--- src/rtl/reg_commit_sched.sv ---
// reg_commit_sched: buffers up to two in-order ROB commits per cycle and retires them one per cycle
// to the register file; a ROB rollback drains the buffer first. Define REG_COMMIT_BYPASS_EN for lane-0 bypass.
module reg_commit_sched #(
   parameter int FIFO_DEPTH = 4,
   parameter int DATA_W     = 32,
   parameter int ROB_ID_W   = 4,
   parameter int REG_POS_W  = 5
) (
   input  logic                 clk,
   input  logic                 rst,
   input  logic                 commit0_sign_from_rob,
   input  logic [REG_POS_W-1:0] commit0_rd_from_rob,
   input  logic [DATA_W-1:0]    commit0_V_from_rob,
   input  logic [ROB_ID_W-1:0]  commit0_Q_from_rob,
   input  logic                 commit1_sign_from_rob,
   input  logic [REG_POS_W-1:0] commit1_rd_from_rob,
   input  logic [DATA_W-1:0]    commit1_V_from_rob,
   input  logic [ROB_ID_W-1:0]  commit1_Q_from_rob,
   output logic                 commit_ready_to_rob,
   input  logic                 rollback_sign_from_rob,
   output logic                 rollback_busy_to_cmd,
   output logic                 commit_sign_to_reg,
   output logic [REG_POS_W-1:0] rd_to_reg,
   output logic [DATA_W-1:0]    V_to_reg,
   output logic [ROB_ID_W-1:0]  Q_to_reg,
   output logic                 rollback_sign_to_reg
);

   localparam int PTR_W = $clog2(FIFO_DEPTH);
   localparam int CNT_W = PTR_W + 1;

   typedef enum logic [1:0] {S_IDLE, S_DRAIN, S_ROLLBACK} state_t;

   typedef struct packed {
      logic [REG_POS_W-1:0] rd;
      logic [DATA_W-1:0]    v;
      logic [ROB_ID_W-1:0]  q;
   } entry_t;

   state_t           state_q, state_d;
   logic [PTR_W-1:0] head_q, head_d;
   logic [PTR_W-1:0] tail_q, tail_d;
   logic [CNT_W-1:0] count_q, count_d;
   entry_t           mem_q [FIFO_DEPTH];

   entry_t           lane0, lane1, head_entry;
   logic             acc0, acc1, store0, store1, bypass, deq;
   logic [1:0]       enq_n;
   logic [PTR_W-1:0] wr1_idx;

   assign lane0      = '{rd: commit0_rd_from_rob, v: commit0_V_from_rob, q: commit0_Q_from_rob};
   assign lane1      = '{rd: commit1_rd_from_rob, v: commit1_V_from_rob, q: commit1_Q_from_rob};
   assign head_entry = mem_q[head_q];

   assign commit_ready_to_rob = (state_q == S_IDLE) && (count_q <= CNT_W'(FIFO_DEPTH - 2));

   // Lane 1 without lane 0 breaks in-order commit and is dropped.
   assign acc0 = commit0_sign_from_rob && commit_ready_to_rob;
   assign acc1 = commit1_sign_from_rob && commit0_sign_from_rob && commit_ready_to_rob;

`ifdef REG_COMMIT_BYPASS_EN
   assign bypass = (state_q == S_IDLE) && (count_q == '0) && acc0 && (commit0_rd_from_rob != '0);
`else
   assign bypass = 1'b0;
`endif

   assign store0  = acc0 && (commit0_rd_from_rob != '0) && !bypass;
   assign store1  = acc1 && (commit1_rd_from_rob != '0);
   assign enq_n   = {1'b0, store0} + {1'b0, store1};
   assign wr1_idx = tail_q + PTR_W'(store0);
   assign deq     = (count_q != '0) && (state_q != S_ROLLBACK);

   // NOTE: every always_comb output gets a default first so no path can infer a latch.
   always_comb begin
      head_d  = head_q + PTR_W'(deq);
      tail_d  = tail_q + PTR_W'(enq_n);
      count_d = count_q + CNT_W'(enq_n) - CNT_W'(deq);
   end

   always_comb begin
      state_d = state_q;
      unique case (state_q)
         S_IDLE:     if (rollback_sign_from_rob) state_d = (count_d != '0) ? S_DRAIN : S_ROLLBACK;
         S_DRAIN:    if (count_d == '0) state_d = S_ROLLBACK;
         S_ROLLBACK: state_d = S_IDLE;
         default:    state_d = S_IDLE;
      endcase
   end

   always_comb begin
      commit_sign_to_reg = 1'b0;
      rd_to_reg          = '0;
      V_to_reg           = '0;
      Q_to_reg           = '0;
      if (bypass) begin
         commit_sign_to_reg = 1'b1;
         rd_to_reg          = lane0.rd;
         V_to_reg           = lane0.v;
         Q_to_reg           = lane0.q;
      end else if (deq) begin
         commit_sign_to_reg = 1'b1;
         rd_to_reg          = head_entry.rd;
         V_to_reg           = head_entry.v;
         Q_to_reg           = head_entry.q;
      end
   end

   assign rollback_sign_to_reg = (state_q == S_ROLLBACK);
   assign rollback_busy_to_cmd = (state_q != S_IDLE) || rollback_sign_from_rob;

   // NOTE: state registers use non-blocking assignments so all flops update from pre-edge values.
   always_ff @(posedge clk) begin
      if (rst) begin
         state_q <= S_IDLE;
         head_q  <= '0;
         tail_q  <= '0;
         count_q <= '0;
      end else begin
         state_q <= state_d;
         head_q  <= head_d;
         tail_q  <= tail_d;
         count_q <= count_d;
      end
   end

   // NOTE: buffer storage is deliberately not reset; count_q alone decides which slots are live.
   always_ff @(posedge clk) begin
      if (store0) mem_q[tail_q] <= lane0;
      if (store1) mem_q[wr1_idx] <= lane1;
   end

endmodule

--- config.mk ---
export PLATFORM = sky130hd
export DESIGN_NAME = reg_commit_sched
export DESIGN_NICKNAME = d
export VERILOG_FILES = /design/src/rtl/reg_commit_sched.sv
export SDC_FILE = /design/constraint.sdc
export NUM_CORES = 1
export LEC_CHECK = 0
export CORE_MARGIN = 1.5
export CORE_UTILIZATION = 49
export DETAILED_ROUTE_END_ITERATION = 7
export HOLD_SLACK_MARGIN = 0.08
export PLACE_DENSITY = 0.78
export RECOVER_POWER = 100
export SLEW_MARGIN = 20
export SYNTH_ARGS = -nofsm -noshare
export SYNTH_HDL_FRONTEND = slang
export SYNTH_SLANG_ARGS = --single-unit
--- constraint.sdc ---
create_clock -name clk -period 3.35 [get_ports clk]
set_input_delay 0.5025 -clock clk [delete_from_list [all_inputs] [get_ports clk]]
set_output_delay 0.5025 -clock clk [all_outputs]
set_load 0.01 [all_outputs]
==> metrics.md <==
| Metric | Value |
|---|---|
| Initial Utilization | 0.5055 |
| Filler instances | 1227 |
| Number of remaining DRC errors | 0 |
| Setup violations, final | 0 |
| Area after DPL | 10730 µm² |
| CP startpoint kind | input pin |
| Max Slew Vio Count | 0 |
| Clk sinks | 173 |
| Total track usage | 0.2225 |
| Unrepaired setup endpoints after global routing | true |
| Layout Cells excl Fill | 900 |
| Vias/cell | 5.679 |
| WL final | 19790 µm |
| Core area | 17420 µm² |
| Post-synthesis cell type count | 31 |
| Reg-to-reg slack, setup | 230 ps |
| Worst setup EP type | register |
| Pre-antenna DRT Iters | 4 |
| Max Freq | 301.6 MHz |
| Vias in the first global route | 5542 |
| Worst path required time | 3680 ps |
| Most frequent cells in the layout | edfxtp_1, mux2_2, clkdlybuf4s50_1, nor2b_1, mux4_2 |
| Slew HR | 0.7315 |
| Hold Buf Count CTS | 0 |
| Nets | 760 |
| CTS Buffer Depth | 2 |
| Leak Pwr | 3.713 nW |
| Tmin final | 3316 ps |
| Vias | 5111 |
| First-pass GRT wire length | 30470 µm |
| Overflow after GRT | 0 |
| Setup TNS | 0 ps |
| Synth Instances | 506 |
| Syn Std Cell Area | 8803 µm² |
| Worst-skew pair later-pin latency | 420 ps |
| Die area | 18780 µm² |
| Design area | 11300 µm² |
| Syn Nets | 601 |
| Reg clk slew, reported paths | 60 ps |
| Area delta synth->final | 28.33% |
| Placer Congestion | 0.7388 |
| Routed WL per cell | 21.98 µm |
| Htree depth | 4 |
| CP Class | in2reg |
| Pwr dens | 816.3 nW/µm² |
| Worst Tran Pin Value | 402.8 ps |
| DIE WIDTH | 137.0 µm |
| Max cap viols | 0 |
| CTS tree | done |
| Avg Cell Area, Syn | 17.40 µm² |
| Starting DRT DRC Count | 284 |
| Die H | 137.0 µm |
| Row cnt | 48 |
| Core Util, Final | 0.6486 |
| Initial antenna violation count | 0 |
| Synthesized flop and latch total | 173 |
| Cell total after placement | 871 |
| Layout Skew | 8.399 ps |
| DP HPWL | 12810 µm |
| Share of cells above drive strength 1 | 0.3778 |
| # IOs | 132 |
| Pin count of the biggest net entering global routing | 37 |
| Clk root buf | clkbuf_16 |
| Min-Delay Path Class | reg2reg |
| CP arrival | 3650 ps |
| Peak supply drop | 0.0006354 V |
| IO buf count | 131 |
| Final hold vios | 0 |
| Most common cell after layout, fill and taps aside | edfxtp_1 |
| Antenna Cells | 0 |
| Status | completed |
| Yosys warns | 0 |
| Crit Path Max Fanout | 2 |
| Post-route antenna net violation count | 0 |
| CTS Buf Count | 17 |
| Tcrit/Tclk final | 0.9897 |
| Register area share after synthesis | 0.5799 |
[power by group]
group / internal [W] / switching, W
logic: 0.00230 / 0.00189
registers: 0.00298 / 0.000217
clock network: 0.00108 / 0.000761
total: 0.00636 / 0.00287
[metal layers]
layer	wire length, µm	share of wire	up-vias	GRT usage
met5	0	0	-	0
met4	324	0.016	0	0.06959
met3	1120	0.057	25	0.05444
met2	10360	0.52	161	0.3939
met1	7977	0.40	2599	0.2675
li1	-	-	2326	-
[synth_stat cells]
library cell | n | area share
dfxtp_1 | 9 | 0.020
nand2_4 | 1 | 0.0013
ha_1 | 7 | 0.0099
edfxtp_1 | 164 | 0.56
nor4_1 | 1 | 0.00071
fa_1 | 1 | 0.0023
a2111oi_4 | 1 | 0.0031
nor2b_1 | 47 | 0.033
or3_1 | 1 | 0.00071
xor2_1 | 1 | 0.0010
mux4_2 | 41 | 0.10
buf_2 | 8 | 0.0045
nor2_1 | 5 | 0.0021
mux2_2 | 130 | 0.17
nor4b_1 | 1 | 0.0010
buf_1 | 1 | 0.00043
nor3_1 | 3 | 0.0017
o21ai_4 | 1 | 0.0018
nand2_1 | 2 | 0.00085
or2_2 | 1 | 0.00071
nor3_2 | 2 | 0.0023
a21oi_1 | 1 | 0.00057
buf_4 | 4 | 0.0034
clkbuf_1 | 9 | 0.0038
a31o_2 | 4 | 0.0040
nor4_4 | 2 | 0.0048
buf_6 | 8 | 0.010
or4_1 | 1 | 0.00085
xnor2_1 | 6 | 0.0060
mux2_1 | 34 | 0.043
inv_1 | 9 | 0.0038
[stage by stage]
step	setup WS, ps	total power, W	hold slack (ps)
after global routing	-62.69	0.009679	613.6
after floorplan	-27.51	0.005450	515.7
after CTS	23.17	0.009264	586.7
after global placement	-393.2	0.007293	543.5
after detailed placement	-521.6	0.007379	572.8
final	34.40	0.009222	585.3
[final timing paths]
path                          startpoint           to  depth (start not counted)
hold reg to reg               state_q[1]   state_q[1]                          1
setup reg to reg              state_q[1]  mem_q[3][6]                         11
setup / recovery  commit1_rd_from_rob[1]   state_q[1]                         14
hold / removal                state_q[1]   state_q[1]                          1
[sequential cells by signal, summed over array words and instances (netlist names)]
signal	count
mem_q	164
count_q	3
head_q	2
state_q	2
tail_q	2
[repair_timing]
item	CTS	global route
setup buffers	0	0
endpoints found under the setup margin	2	55
gates cloned	0	0
gates resized for setup	3	4
hold endpoints to repair	0	0
pin swaps	3	0
[area by class of cell]
cell class,instances,area (µm²),area share
Sequential cell,173,5110,0.4523
Tap cell,225,281.5,0.02492
Clock buffer,21,440.4,0.03899
Inverter,9,33.78,0.002990
Timing Repair Buffer,170,1807,0.1599
Clock inverter,8,96.34,0.008528
Multi-Input combinational cell,294,3528,0.3123
[kinds of logic (layout without fill, tap and decap cells)]
kind of cell    count (synthesis)  count (layout)  synth area share
compound gates                  7               7          0.009522
mux                           205             205            0.3147
xor+xnor                        7               7          0.006964
simple gates                   67              67           0.05046
fa+ha+maj                       8               8           0.01222
buf+inv                        39             208           0.02629
flops                         173             173            0.5799
[worst max-delay path, stage by stage]
cell	delay (ps)
clkdlybuf4s50_1	420
or4_4	550
o21ai_4	180
nor2_1	70
ha_1	300
inv_1	50
ha_1	260
inv_1	40
ha_1	190
fa_2	360
xnor2_2	160
xnor2_2	150
nor3_2	200
nor4b_2	220
No activity file was read; power rests on OpenSTA's default activity.
